[src/rtl/cbp_dec_pkg.sv]
// -----------------------------------------------------------------------------
// cbp_dec_pkg
//   Shared constants, FSM state encoding and the Exp-Golomb arithmetic helper
//   for the coded_block_pattern ue(v) decoder.
//
//   Contents:
//     CBP_MAX_LZ       default maximum number of Exp-Golomb prefix zeros
//     CBP_MAX_CODENUM  default largest legal intra 4x4 / 8x8 CBP codeNum
//     LZ_W             width of the prefix-zero and suffix-bit counters
//     CNT_W            width of the total consumed-bit counter
//     state_t          FSM states IDLE / PREFIX / SUFFIX / OUT
//     eg_codenum()     codeNum = (1 << lz) - 1 + suffix, in 6 bits
// -----------------------------------------------------------------------------
package cbp_dec_pkg;

    localparam int CBP_MAX_LZ      = 5;
    localparam int CBP_MAX_CODENUM = 47;

    // 3 bits covers lz up to 7, but the 6-bit codeNum path only holds the
    // result for lz <= 5, which is the largest prefix a CBP code can have.
    localparam int LZ_W  = 3;
    localparam int CNT_W = 4;

    typedef enum logic [1:0] {
        ST_IDLE   = 2'd0,
        ST_PREFIX = 2'd1,
        ST_SUFFIX = 2'd2,
        ST_OUT    = 2'd3
    } state_t;

    // With lz <= 5 and suffix < 2^lz the result never exceeds 62, so the
    // whole computation fits in 6 bits without a wider intermediate.
    function automatic logic [5:0] eg_codenum(input logic [LZ_W-1:0] lz,
                                              input logic [4:0]      suffix);
        return (6'd1 << lz) - 6'd1 + {1'b0, suffix};
    endfunction

endpackage

[src/rtl/cbp_dec_lut.sv]
// -----------------------------------------------------------------------------
// cbp_dec_lut
//   Combinational codeNum -> coded_block_pattern map for intra 4x4 / 8x8
//   macroblocks (chroma present). This is the exact inverse of the encoder's
//   intra CBP -> codeNum table. codeNums above 47 map to 0.
//
//   Ports:
//     codenum_i  in  [5:0]  decoded Exp-Golomb codeNum
//     cbp_o      out [5:0]  coded_block_pattern, [3:0] luma, [5:4] chroma
// -----------------------------------------------------------------------------
module cbp_dec_lut (
    input  logic [5:0] codenum_i,
    output logic [5:0] cbp_o
);

    always_comb begin
        cbp_o = 6'd0;
        case (codenum_i)
            6'd0:  cbp_o = 6'd47;  6'd1:  cbp_o = 6'd31;  6'd2:  cbp_o = 6'd15;
            6'd3:  cbp_o = 6'd0;   6'd4:  cbp_o = 6'd23;  6'd5:  cbp_o = 6'd27;
            6'd6:  cbp_o = 6'd29;  6'd7:  cbp_o = 6'd30;  6'd8:  cbp_o = 6'd7;
            6'd9:  cbp_o = 6'd11;  6'd10: cbp_o = 6'd13;  6'd11: cbp_o = 6'd14;
            6'd12: cbp_o = 6'd39;  6'd13: cbp_o = 6'd43;  6'd14: cbp_o = 6'd45;
            6'd15: cbp_o = 6'd46;  6'd16: cbp_o = 6'd16;  6'd17: cbp_o = 6'd3;
            6'd18: cbp_o = 6'd5;   6'd19: cbp_o = 6'd10;  6'd20: cbp_o = 6'd12;
            6'd21: cbp_o = 6'd19;  6'd22: cbp_o = 6'd21;  6'd23: cbp_o = 6'd26;
            6'd24: cbp_o = 6'd28;  6'd25: cbp_o = 6'd35;  6'd26: cbp_o = 6'd37;
            6'd27: cbp_o = 6'd42;  6'd28: cbp_o = 6'd44;  6'd29: cbp_o = 6'd1;
            6'd30: cbp_o = 6'd2;   6'd31: cbp_o = 6'd4;   6'd32: cbp_o = 6'd8;
            6'd33: cbp_o = 6'd17;  6'd34: cbp_o = 6'd18;  6'd35: cbp_o = 6'd20;
            6'd36: cbp_o = 6'd24;  6'd37: cbp_o = 6'd6;   6'd38: cbp_o = 6'd9;
            6'd39: cbp_o = 6'd22;  6'd40: cbp_o = 6'd25;  6'd41: cbp_o = 6'd32;
            6'd42: cbp_o = 6'd33;  6'd43: cbp_o = 6'd34;  6'd44: cbp_o = 6'd36;
            6'd45: cbp_o = 6'd40;  6'd46: cbp_o = 6'd38;  6'd47: cbp_o = 6'd41;
            default: cbp_o = 6'd0;
        endcase
    end

endmodule

[src/rtl/cbp_dec.sv]
// -----------------------------------------------------------------------------
// cbp_dec
//   Bit-serial ue(v) parser for the intra coded_block_pattern syntax element.
//   One start_i pulse parses one Exp-Golomb code from the bit stream, maps the
//   codeNum through cbp_dec_lut and presents the result with a valid/ready
//   handshake. Over-long prefixes and codeNums above MAX_CODENUM raise a
//   one-cycle err_o pulse instead of a result.
//
//   Parameters:
//     MAX_LZ       maximum number of prefix zeros accepted (<= 5)
//     MAX_CODENUM  largest legal codeNum
//
//   Ports:
//     clk          in   clock, rising edge
//     rst_n        in   asynchronous active-low reset
//     start_i      in   begin parsing one element (honoured in IDLE only)
//     bit_i        in   next bitstream bit, MSB first
//     bit_valid_i  in   bit_i is valid
//     bit_ready_o  out  bit_i is consumed this cycle when bit_valid_i is high
//     cbp_o        out  [5:0] coded_block_pattern
//     codenum_o    out  [5:0] decoded codeNum
//     bits_used_o  out  [3:0] bits consumed by the code, 1..11
//     cbp_valid_o  out  result valid, held until cbp_ready_i
//     cbp_ready_i  in   downstream accepts the result
//     err_o        out  one-cycle pulse on an illegal code
//     busy_o       out  block is not idle
// -----------------------------------------------------------------------------
module cbp_dec
    import cbp_dec_pkg::*;
#(
    parameter int MAX_LZ      = CBP_MAX_LZ,
    parameter int MAX_CODENUM = CBP_MAX_CODENUM
) (
    input  logic       clk,
    input  logic       rst_n,
    input  logic       start_i,
    input  logic       bit_i,
    input  logic       bit_valid_i,
    output logic       bit_ready_o,
    output logic [5:0] cbp_o,
    output logic [5:0] codenum_o,
    output logic [3:0] bits_used_o,
    output logic       cbp_valid_o,
    input  logic       cbp_ready_i,
    output logic       err_o,
    output logic       busy_o
);

    state_t            state;
    logic [LZ_W-1:0]   lz;
    logic [LZ_W-1:0]   sufcnt;
    logic [3:0]        suffix;     // holds at most lz-1 <= 4 bits between accepts
    logic [CNT_W-1:0]  bitcnt;

    logic [4:0]        suffix_nxt;
    logic [5:0]        codenum_nxt;
    logic [5:0]        lut_cbp;
    logic              last_suffix;

    // Handshake flags decode straight from the state register, so they are
    // glitch-free and low during and right after reset.
    assign bit_ready_o = (state == ST_PREFIX) || (state == ST_SUFFIX);
    assign busy_o      = (state != ST_IDLE);

    // Suffix including the bit on the wire; only meaningful in SUFFIX.
    assign suffix_nxt  = {suffix, bit_i};
    assign last_suffix = ((sufcnt + 3'd1) == lz);

    // A lone '1' in PREFIX is codeNum 0, so the LUT sees 0 there.
    assign codenum_nxt = (state == ST_SUFFIX) ? eg_codenum(lz, suffix_nxt) : 6'd0;

    cbp_dec_lut u_lut (
        .codenum_i (codenum_nxt),
        .cbp_o     (lut_cbp)
    );

    always_ff @(posedge clk or negedge rst_n) begin
        if (!rst_n) begin
            state       <= ST_IDLE;
            lz          <= '0;
            sufcnt      <= '0;
            suffix      <= '0;
            bitcnt      <= '0;
            cbp_o       <= '0;
            codenum_o   <= '0;
            bits_used_o <= '0;
            cbp_valid_o <= 1'b0;
            err_o       <= 1'b0;
        end else begin
            err_o <= 1'b0;
            case (state)
                ST_IDLE: begin
                    if (start_i) begin
                        state  <= ST_PREFIX;
                        lz     <= '0;
                        sufcnt <= '0;
                        suffix <= '0;
                        bitcnt <= '0;
                    end
                end

                ST_PREFIX: begin
                    if (bit_valid_i) begin
                        bitcnt <= bitcnt + 4'd1;
                        if (!bit_i) begin
                            if (lz == LZ_W'(MAX_LZ)) begin
                                err_o <= 1'b1;
                                state <= ST_IDLE;
                            end else begin
                                lz <= lz + 3'd1;
                            end
                        end else if (lz == '0) begin
                            // "1": complete code with no suffix
                            codenum_o   <= codenum_nxt;
                            cbp_o       <= lut_cbp;
                            bits_used_o <= bitcnt + 4'd1;
                            cbp_valid_o <= 1'b1;
                            state       <= ST_OUT;
                        end else begin
                            state <= ST_SUFFIX;
                        end
                    end
                end

                ST_SUFFIX: begin
                    if (bit_valid_i) begin
                        bitcnt <= bitcnt + 4'd1;
                        sufcnt <= sufcnt + 3'd1;
                        suffix <= suffix_nxt[3:0];
                        if (last_suffix) begin
                            if (codenum_nxt > 6'(MAX_CODENUM)) begin
                                err_o <= 1'b1;
                                state <= ST_IDLE;
                            end else begin
                                codenum_o   <= codenum_nxt;
                                cbp_o       <= lut_cbp;
                                bits_used_o <= bitcnt + 4'd1;
                                cbp_valid_o <= 1'b1;
                                state       <= ST_OUT;
                            end
                        end
                    end
                end

                ST_OUT: begin
                    // Results stay registered after the handshake; only the
                    // valid flag drops. start_i here is not looked at.
                    if (cbp_ready_i) begin
                        cbp_valid_o <= 1'b0;
                        state       <= ST_IDLE;
                    end
                end

                default: state <= ST_IDLE;
            endcase
        end
    end

endmodule

[config.mk]
export PLATFORM = sky130hd
export DESIGN_NAME = cbp_dec
export DESIGN_NICKNAME = d
export VERILOG_FILES = /design/src/rtl/cbp_dec_pkg.sv /design/src/rtl/cbp_dec_lut.sv /design/src/rtl/cbp_dec.sv
export SDC_FILE = /design/constraint.sdc
export NUM_CORES = 1
export LEC_CHECK = 0
export BUFFER_PORTS_ARGS = -buffer_cell sky130_fd_sc_hd__buf_2
export CAP_MARGIN = 10
export CORE_MARGIN = 2
export CORE_UTILIZATION = 60
export CTS_CLUSTER_SIZE = 28
export DETAILED_ROUTE_END_ITERATION = 12
export PLACE_DENSITY = 0.79
export SLEW_MARGIN = 10
export SYNTH_ARGS = -nofsm -noshare
export SYNTH_HDL_FRONTEND = slang
export SYNTH_HIERARCHICAL = 1
export SYNTH_SLANG_ARGS = --single-unit
[constraint.sdc]
create_clock -name clk -period 4.6 [get_ports clk]
set_clock_uncertainty 0.1 [all_clocks]
set_input_delay 0.23 -clock clk [delete_from_list [all_inputs] [get_ports clk]]
set_output_delay 0.23 -clock clk [all_outputs]
set_load 0.02 [all_outputs]
# Yosys cells after proc, flatten, opt, wreduce, memory -nomap -nowiden
# Memory sizes are Yosys's and may differ from the RTL's.
# Index checks and enable logic that the tools add are counted.
# W data, S select, Z words.
# op_classes
add_sub_neg,5
n_lt_le_gt_ge,1
eq_ne,17
n_shift,1
mux,59
n_reduce_logical,16
# op_table
cell,count
$mux W6,13
$mux W4,9
$pmux W4 S2,3
$pmux W6 S2,2
$ne A2 B2 Y1 const B,9
$mux W2,8
$mux W3,5
$mux W1,14
$pmux W3 S2,2
$reduce_bool A2 Y1,5
$pmux W2 S4,1
$reduce_and A8 Y1,1
$reduce_and A7 Y1,1
$add A3 B1 Y3 const B,2
$add A6 B5 Y6,1
$gt A6 B6 Y1 const B,1
$reduce_and A3 Y1,2
$reduce_and A6 Y1,1
$shl A1 B3 Y6 const A,1
$sub A6 B1 Y6 const B,1
$reduce_and A5 Y1,1
$add A4 B1 Y4 const B,1
$eq A2 B2 Y1 const B,2
$ne A2 B1 Y1 const B,2
other kinds (11),11
# word_totals
register_bits,34
romBits,384
wordCells,110
n_memories,1
# memory_table
memory,depth,width,read_ports,rd_ports_with_merged_regs,wr,line_no,rtl
(no name shown),64,6,1,0,0,cbp_dec_lut.sv:18,case (codenum_i)

# Longest topological paths before layout
# Gate-level depths: netlist of run 1.
# depth
word_depth,9
ltp_mapped,16
depth_no_buf,15

# By module
# Netlist of run 1, hierarchy kept.
# modules_own_cells
module,instances,cells_each,area_per_inst_um2
cbp_dec,1,206,2108.3
cbp_dec_lut,1,73,504.2

# Worst setup path before layout of run 1
# OpenSTA, ideal clock, no wires.
# synth_timing
path_type,register -> register
startpoint,register lz[1]
endpoint,register cbp_o[1]
setup_time_ps,125
t_arrival_ps,3134
t_required_ps,4375
path_slack_ps,1242
path_stages_with_launch,16
synth_period_minus_slack_ps,3358
cell_sequence,dfrtp_1 -> inv_1 -> ha_1 -> nand2_1 -> ha_1 -> inv_1 -> ha_1 -> fa_1 -> nand3_1 -> a22oi_1 -> nor3_1 -> clkbuf_1 -> nand2b_1 -> o22ai_1 -> or3_1 -> mux2_2
# synth_via
elab_chain_cells,9
# synth_lines
item,line_no,rtl
from (decl),cbp_dec.sv:50,logic [LZ_W-1:0] lz;
from (signal assigned),cbp_dec.sv:110,lz <= lz + 3'd1;
$shl A1 B3 Y6 *,cbp_dec_pkg.sv:35,"return (6'd1 << lz) - 6'd1 + {1'b0, suffix};"
$sub A6 B1 Y6 *,cbp_dec_pkg.sv:35,
$add A6 B5 Y6 *,cbp_dec_pkg.sv:35,
$mux W6 *,cbp_dec.sv:70,"assign codenum_nxt = (state == ST_SUFFIX) ? eg_codenum(lz, suffix_nxt) : 6'd0;"
named net codenum_nxt[5],cbp_dec.sv:56,logic [5:0] codenum_nxt;
$mem_v2 Z64 W6 *,-,
named net lut_cbp[1],cbp_dec.sv:57,logic [5:0] lut_cbp;
$mux W6 (on tied branches),"cbp_dec.sv:131, cbp_dec.sv:112",
$mux W6 (on tied branches),"cbp_dec.sv:130, cbp_dec.sv:105",
$mux W6 (on tied branches),"cbp_dec.sv:126, cbp_dec.sv:103",
$pmux W6 S2 *,cbp_dec.sv:91,case (state)
to (signal assigned),cbp_dec.sv:115,cbp_o <= lut_cbp;
to (signal assigned),cbp_dec.sv:136,cbp_o <= lut_cbp;
to (decl),cbp_dec.sv:40,"output logic [5:0] cbp_o,"
# The timed path passes the listed nets; every way through them passes the cells marked *. The select of a mux whose other input is x is not followed.
# A chain may end at the register's enable or synchronous reset.

# Worst setup path in the final report of run 1
# Same ends and word-level chain as after synthesis.

==> flow_metrics.py, run 1 <==
metrics = {
    "drt": {
        "vias": 2065,
        "drt_pass1_iterations": 4,
        "drc_errors": 0,
        "drt-total-wl_um": 5290,
        "wl_per_cell_um": 14.9,
        "via_per_inst": 5.80,
        "antenna_left": 0,
        "first_iter_violations": 156,
    },
    "clock_network": {
        "clk_latency_ns": 0.29,
        "cts_tree": "done",
        "cts_setup_buffers": 0,
        "clockBufferDepth": 2,
        "clkSinkCount": 34,
        "clockRootBuffer": "clkbuf_8",
        "clk_pin_slew_ns": 0.07,
        "cts_buffers": 5,
        "h-tree-depth": 2,
    },
    "worst_setup_path": {
        "critPathSlowestCell": "and2_1",
        "path_max_fanout": 23,
        "endpoint_kind": "flip-flop",
        "critPathLaunchType": "flip-flop",
        "r2r_cells": 13,
        "cp.arrival_ns": 3.86,
        "crit_top_cell": "ha_1",
        "cp_cell_sequence": "inv_1 > ha_1 > nand2_1 > ha_1 > inv_1 > ha_1 > fa_1 > and2_1 > nand2_1 > mux2i_1 > o22ai_1 > or3_1 > mux2_2",
        "slowest_delay_ns": 0.58,
        "critical_path_class": "flip-flop to flip-flop",
        "critPathRequiredTime_ns": 4.68,
    },
    "placement": {
        "gp_congestion": 0.902,
        "dp_slack_ns": 0.799,
        "io_buffers": 25,
        "hpwl_um": 3800,
    },
    "sta": {
        "maxSlewViolCount": 0,
        "finalSetupTns_ns": 0,
        "rsz0062_at_grt": "no",
        "setup_ws_ns": 0.817,
        "fmax_mhz": 264,
        "final_hold_viol_count": 0,
        "min_period_ns": 3.78,
        "setup_viol": 0,
        "tightest_slew_ns": 1.03,
        "period_share": 0.822,
        "slew_headroom": 0.308,
    },
    "yosys": {
        "syn_nets": 315,
        "yosysTopAreaCellShare": 0.326,
        "yosysUniqueCellTypes": 54,
        "synth_area_leaders": "dfrtp_1, ha_1, mux2_2",
        "yosysSeqAreaShare": 0.326,
        "synth_top_area_cell": "dfrtp_1",
        "async_reset_ff_frac": 1.00,
        "synth_warnings": 6,
        "netlist_instances": 279,
        "syn_area_sq_um": 2610,
        "synth_edf_count": 0,
        "ys_seq_elements": 34,
        "avgSynthCellArea_sq_um": 9.36,
        "synth_top_flop_cell": "dfrtp_1",
    },
    "pwr": {
        "p_sw_mw": 0.690,
        "p_int_mw": 0.982,
        "power.share.clock": 0.205,
        "power_frac_seq": 0.264,
        "ir_drop_v": 0.000405,
        "switching_share": 0.413,
        "pwr-share-comb": 0.530,
        "leakagePower_nw": 1.37,
        "powerDensity_nw_per_um2": 571,
    },
    "final_layout": {
        "nets": 341,
        "fillCellCount": 317,
        "final_cell_mix": "dfrtp_1, inv_1, ha_1",
        "layout_commonest_cell": "dfrtp_1",
        "n_antenna_cell": 0,
        "area_growth_pct": 12.0,
        "drive_above_1_share": 0.216,
    },
    "floorplanning": {
        "fp.dieArea_sq_um": 4900,
        "die_width_um": 70.0,
        "pin_count": 26,
        "die_h_um": 70.0,
        "initial_core_util": 0.639,
        "core_sq_um": 4090,
        "core.rowCount": 23,
    },
    "grt": {
        "grt_pass1_wl_um": 9260,
        "overflow": 0,
        "grt_max_degree": 35,
        "grt_usage": 0.234,
        "grt_pass1_vias": 1982,
        "antenna_found_initial": 0,
    },
    "job": {
        "maxCapViolCount": 0,
    },
    "hold_path": {
        "hp-class": "input pin to flip-flop",
        "hold-path-cell-count": 2,
    },
    "run_status": {
        "outcome": "finished clean",
    },
}
-- critical path, delay by kind of cell, from the launching register on --
family	cells	cell delay, ns
compound gates	1	0.10
mux	2	0.46
buf+inv	2	0.15
fa+ha+maj	4	1.17
simple gates	4	1.26
flops	1	0.43
-- synthesized netlist by cell type, drive strengths merged, types with 5 or more instances --
master  instances
clkbuf          7
nand2b          6
nor2           13
nor3            6
inv            30
ha             29
nand2          22
buf             5
a21oi           8
o21ai          23
o31ai           5
dfrtp          34
mux2           20
nand3           8
-- power groups by stage --
stage | clock [mW] | sequential, mW | combinational (mW)
floorplan | 0 | 0.497 | 0.625
global placement | 0 | 0.444 | 0.863
detailed placement | 0 | 0.446 | 0.884
CTS | 0.351 | 0.441 | 0.887
global route | 0.361 | 0.456 | 0.986
finish | 0.343 | 0.442 | 0.886
-- logic make-up (layout without fill, tap and decap cells) --
family,after synthesis,count (layout),synth area share
compound gates,67,67,0.175
xor+xnor,8,8,0.0326
fa+ha+maj,31,31,0.150
buf+inv,43,70,0.0690
mux,23,23,0.0977
flops,34,34,0.326
simple gates,73,73,0.149
-- worst paths after layout --
path                             endpoint  slack, ns         from
worst min register to register  suffix[1]       0.38    suffix[1]
max in group asynchronous        cbp_o[2]       3.49        rst_n
min in group asynchronous       bitcnt[3]       0.44        rst_n
worst max-delay path             cbp_o[1]       0.82        lz[1]
worst min-delay path                err_o       0.21  bit_valid_i
worst max register to register   cbp_o[1]       0.82        lz[1]
-- what timing repair did --
item | 4_1_cts | 5_1_grt
hold buffers | 1 | 0
gates resized for setup | 0 | 0
endpoints found under the hold margin | 34 | 0
-- registers in the layout, summed over array words and instances, names as in the netlist --
signal       count
sufcnt           3
bitcnt           4
codenum_o        6
state            2
err_o            1
cbp_valid_o      1
cbp_o            6
suffix           4
bits_used_o      4
lz               3
-- stage by stage --
stage               power, mW   util  hold WS (ns)  area [sq um]  instances
global placement         1.31  0.679         0.240          2770        347
global route             1.80  0.716         0.217          2930        356
finish                   1.67  0.716         0.210          2930        356
CTS                      1.68  0.716         0.201          2930        356
detailed placement       1.33  0.679         0.244          2770        347
floorplan                1.12      -        -0.166          2610        279
-- cell type report --
| cell class | count | area, sq um | share of cell area |
|---|---|---|---|
| multi-input cells | 202 | 1580 | 0.540 |
| clock inverters | 2 | 60.1 | 0.0205 |
| clock buffers | 6 | 82.6 | 0.0282 |
| well taps | 50 | 62.6 | 0.0214 |
| inverters | 31 | 116 | 0.0398 |
| repair buffers | 31 | 173 | 0.0590 |
| flip-flops and latches | 34 | 851 | 0.291 |
-- per-layer routing --
metal,vias up,routed length (um),part of all wire,global-route usage
li1,1036,-,-,-
met1,970,2520,0.48,0.333
met2,49,2480,0.47,0.359
met3,10,197,0.037,0.0375
met4,0,91,0.017,0.0855
met5,-,0,0,0
Power figures use the tool's default switching activity.
==> inputs of run 2 (changes only) <==
Settings changed: ABC_AREA set to 1.
Clock period 4.6 ns to 3.7 ns, I/O delays scaled along.
==> run 2 against run 1 <==
Via count up 17%; global-route usage up 1.4 points; sequential power up 35%; synthesized cell count up 32%; cell area up 1.6%; total power up 51%; first-iteration DRC count up 45%; register-to-register slack worse by 0.43 ns; clock power up 21%; synthesized area up 3.3%; critical path type unchanged.
==> flow_metrics.py, run 2 <==
metrics = {
    "yosys": {
        "ys_seq_elements": 34,
        "syn_nets": 405,
        "synthTopCellsByCount": "nand2_1, inv_1, nand3_1",
        "avgSynthCellArea_sq_um": 7.31,
        "netlist_instances": 369,
        "yosysSeqAreaShare": 0.315,
        "synth_area_leaders": "dfrtp_1, nand2_1, ha_1",
        "yosysUniqueCellTypes": 35,
        "synth_top_flop_cell": "dfrtp_1",
        "synth_edf_count": 0,
        "synth_top_area_cell": "dfrtp_1",
        "syn_area_sq_um": 2700,
        "yosysTopAreaCellShare": 0.315,
        "yosysMostFrequentCell": "nand2_1",
        "async_reset_ff_frac": 1.00,
        "synth_warnings": 6,
    },
    "clock_network": {
        "clockBufferDepth": 2,
        "cts_setup_buffers": 0,
        "clk_pin_slew_ns": 0.08,
        "clk_latency_ns": 0.28,
        "h-tree-depth": 2,
        "cts_buffers": 5,
        "clockRootBuffer": "clkbuf_8",
        "clkSinkCount": 34,
        "cts_tree": "done",
    },
    "placement": {
        "place_area_sq_um": 2830,
        "gp_congestion": 0.941,
        "hpwl_um": 4260,
        "io_buffers": 25,
    },
    "pwr": {
        "powerDensity_nw_per_um2": 851,
        "leakagePower_nw": 1.65,
        "ir_drop_v": 0.000481,
    },
    "grt": {
        "grt_pass1_wl_um": 10200,
        "overflow": 0,
        "antenna_found_initial": 0,
        "grt_max_degree": 35,
        "grt_pass1_vias": 2430,
        "grt_usage": 0.248,
    },
    "final_layout": {
        "nets": 433,
        "area_growth_pct": 10.2,
        "reg_top3": "cbp_o x6, codenum_o x6",
        "seq_area_sq_um": 851,
        "postLayoutCellArea_sq_um": 2970,
        "final_cell_mix": "nand2_1, inv_1, nand3_1",
        "layout_commonest_cell": "nand2_1",
        "drive_above_1_share": 0.151,
        "n_antenna_cell": 0,
        "fillCellCount": 368,
        "multi_input_area_sq_um": 1550,
        "final_util": 0.683,
    },
    "floorplanning": {
        "core_sq_um": 4350,
        "die_width_um": 71.1,
        "core.rowCount": 24,
        "initial_core_util": 0.620,
        "pin_count": 26,
        "fp.dieArea_sq_um": 5050,
        "die_h_um": 71.1,
    },
    "drt": {
        "drt_pass1_iterations": 4,
        "antenna_left": 0,
        "via_per_inst": 5.35,
        "first_iter_violations": 226,
        "drt-total-wl_um": 5730,
        "wl_per_cell_um": 12.7,
        "drc_errors": 0,
        "vias": 2408,
    },
    "worst_setup_path": {
        "startpoint": "lz[1]",
        "r2r_cells": 20,
        "critical_path_class": "flip-flop to flip-flop",
        "path_max_fanout": 8,
        "endpoint_kind": "flip-flop",
        "cp.arrival_ns": 3.45,
        "critPathRequiredTime_ns": 3.83,
        "critPathLaunchType": "flip-flop",
        "reg2reg_from": "lz[1]",
    },
    "sta": {
        "period_share": 0.896,
        "maxSlewViolCount": 0,
        "rsz0062_at_grt": "no",
        "setup_viol": 0,
        "fmax_mhz": 301,
        "min_period_ns": 3.32,
        "whs_ns": 0.110,
        "finalSetupTns_ns": 0,
        "slew_headroom": 0.482,
        "final_hold_viol_count": 0,
        "tightest_slew_ns": 0.776,
    },
    "job": {
        "maxCapViolCount": 0,
    },
    "hold_path": {
        "hold-path-cell-count": 3,
        "hp-class": "input pin to flip-flop",
        "hp-start": "bit_valid_i",
    },
    "run_status": {
        "outcome": "finished clean",
    },
}
run 2: final cells by class:
| cell class | instances | area share |
|---|---|---|
| clock buffer | 5 | 0.0231 |
| inverter | 52 | 0.0673 |
| tap | 52 | 0.0219 |
| timing repair buffer | 30 | 0.0556 |
| clock inverter | 3 | 0.0231 |
| multi-input combinational | 274 | 0.523 |
| sequential | 34 | 0.286 |
run 2: cell families (layout without fill, tap and decap cells):
family / count (synthesis) / in the layout / share of synthesized area
xor+xnor: 2 / 2 / 0.00649
flops: 34 / 34 / 0.315
simple gates: 198 / 198 / 0.331
buf+inv: 61 / 90 / 0.109
fa+ha+maj: 30 / 30 / 0.142
compound gates: 44 / 44 / 0.0969
run 2: worst max-delay path: stages (launching register included):
cell and delay [ns]:
dfrtp_1 0.41, inv_1 0.12, ha_1 0.24, nand2_1 0.08
ha_1 0.27, inv_1 0.04, ha_1 0.21, fa_1 0.43
nand3_1 0.11, nand3_1 0.07, nand2_1 0.07, nand3_2 0.09
inv_1 0.09, inv_1 0.13, nor2_1 0.36, nand2_1 0.09
o21ai_1 0.08, nand2_1 0.06, nand2_1 0.06, nand3_1 0.07
nand2_1 0.08
run 2: power by group:
part | leakage (nW) | switching [mW] | internal, mW
Sequential | 0.446 | 0.0949 | 0.502
Clock | 0.0683 | 0.144 | 0.270
Combinational | 1.13 | 0.997 | 0.522
run 2: per-layer routing:
layer | up-vias | share of wire | GRT usage
li1 | 1224 | - | -
met1 | 1106 | 0.44 | 0.304
met2 | 66 | 0.50 | 0.433
met3 | 12 | 0.042 | 0.0413
met4 | 0 | 0.021 | 0.0985
met5 | - | 0 | 0
run 2: worst paths after layout:
kind,end,slack [ns]
max,cbp_o[4],0.38
min,err_o,0.11
max reg2reg,cbp_o[4],0.38
min reg2reg,cbp_o[5],0.37
max in group asynchronous,bitcnt[3],2.60
min in group asynchronous,codenum_o[3],0.41
run 2: through the flow:
| step | power (mW) | std cells | worst slack (ns) |
|---|---|---|---|
| final | 2.53 | 450 | 0.383 |
| after floorplan | 1.79 | 369 | 0.811 |
| after detailed placement | 2.10 | 441 | 0.417 |
| after global routing | 2.78 | 450 | 0.0452 |
| after global placement | 2.07 | 441 | 0.486 |
| after CTS | 2.53 | 450 | 0.373 |
run 2: timing repair:
action / CTS / global route
resized for setup: 0 / 0
hold buffers: 1 / 0
endpoints found under the hold margin: 34 / 0
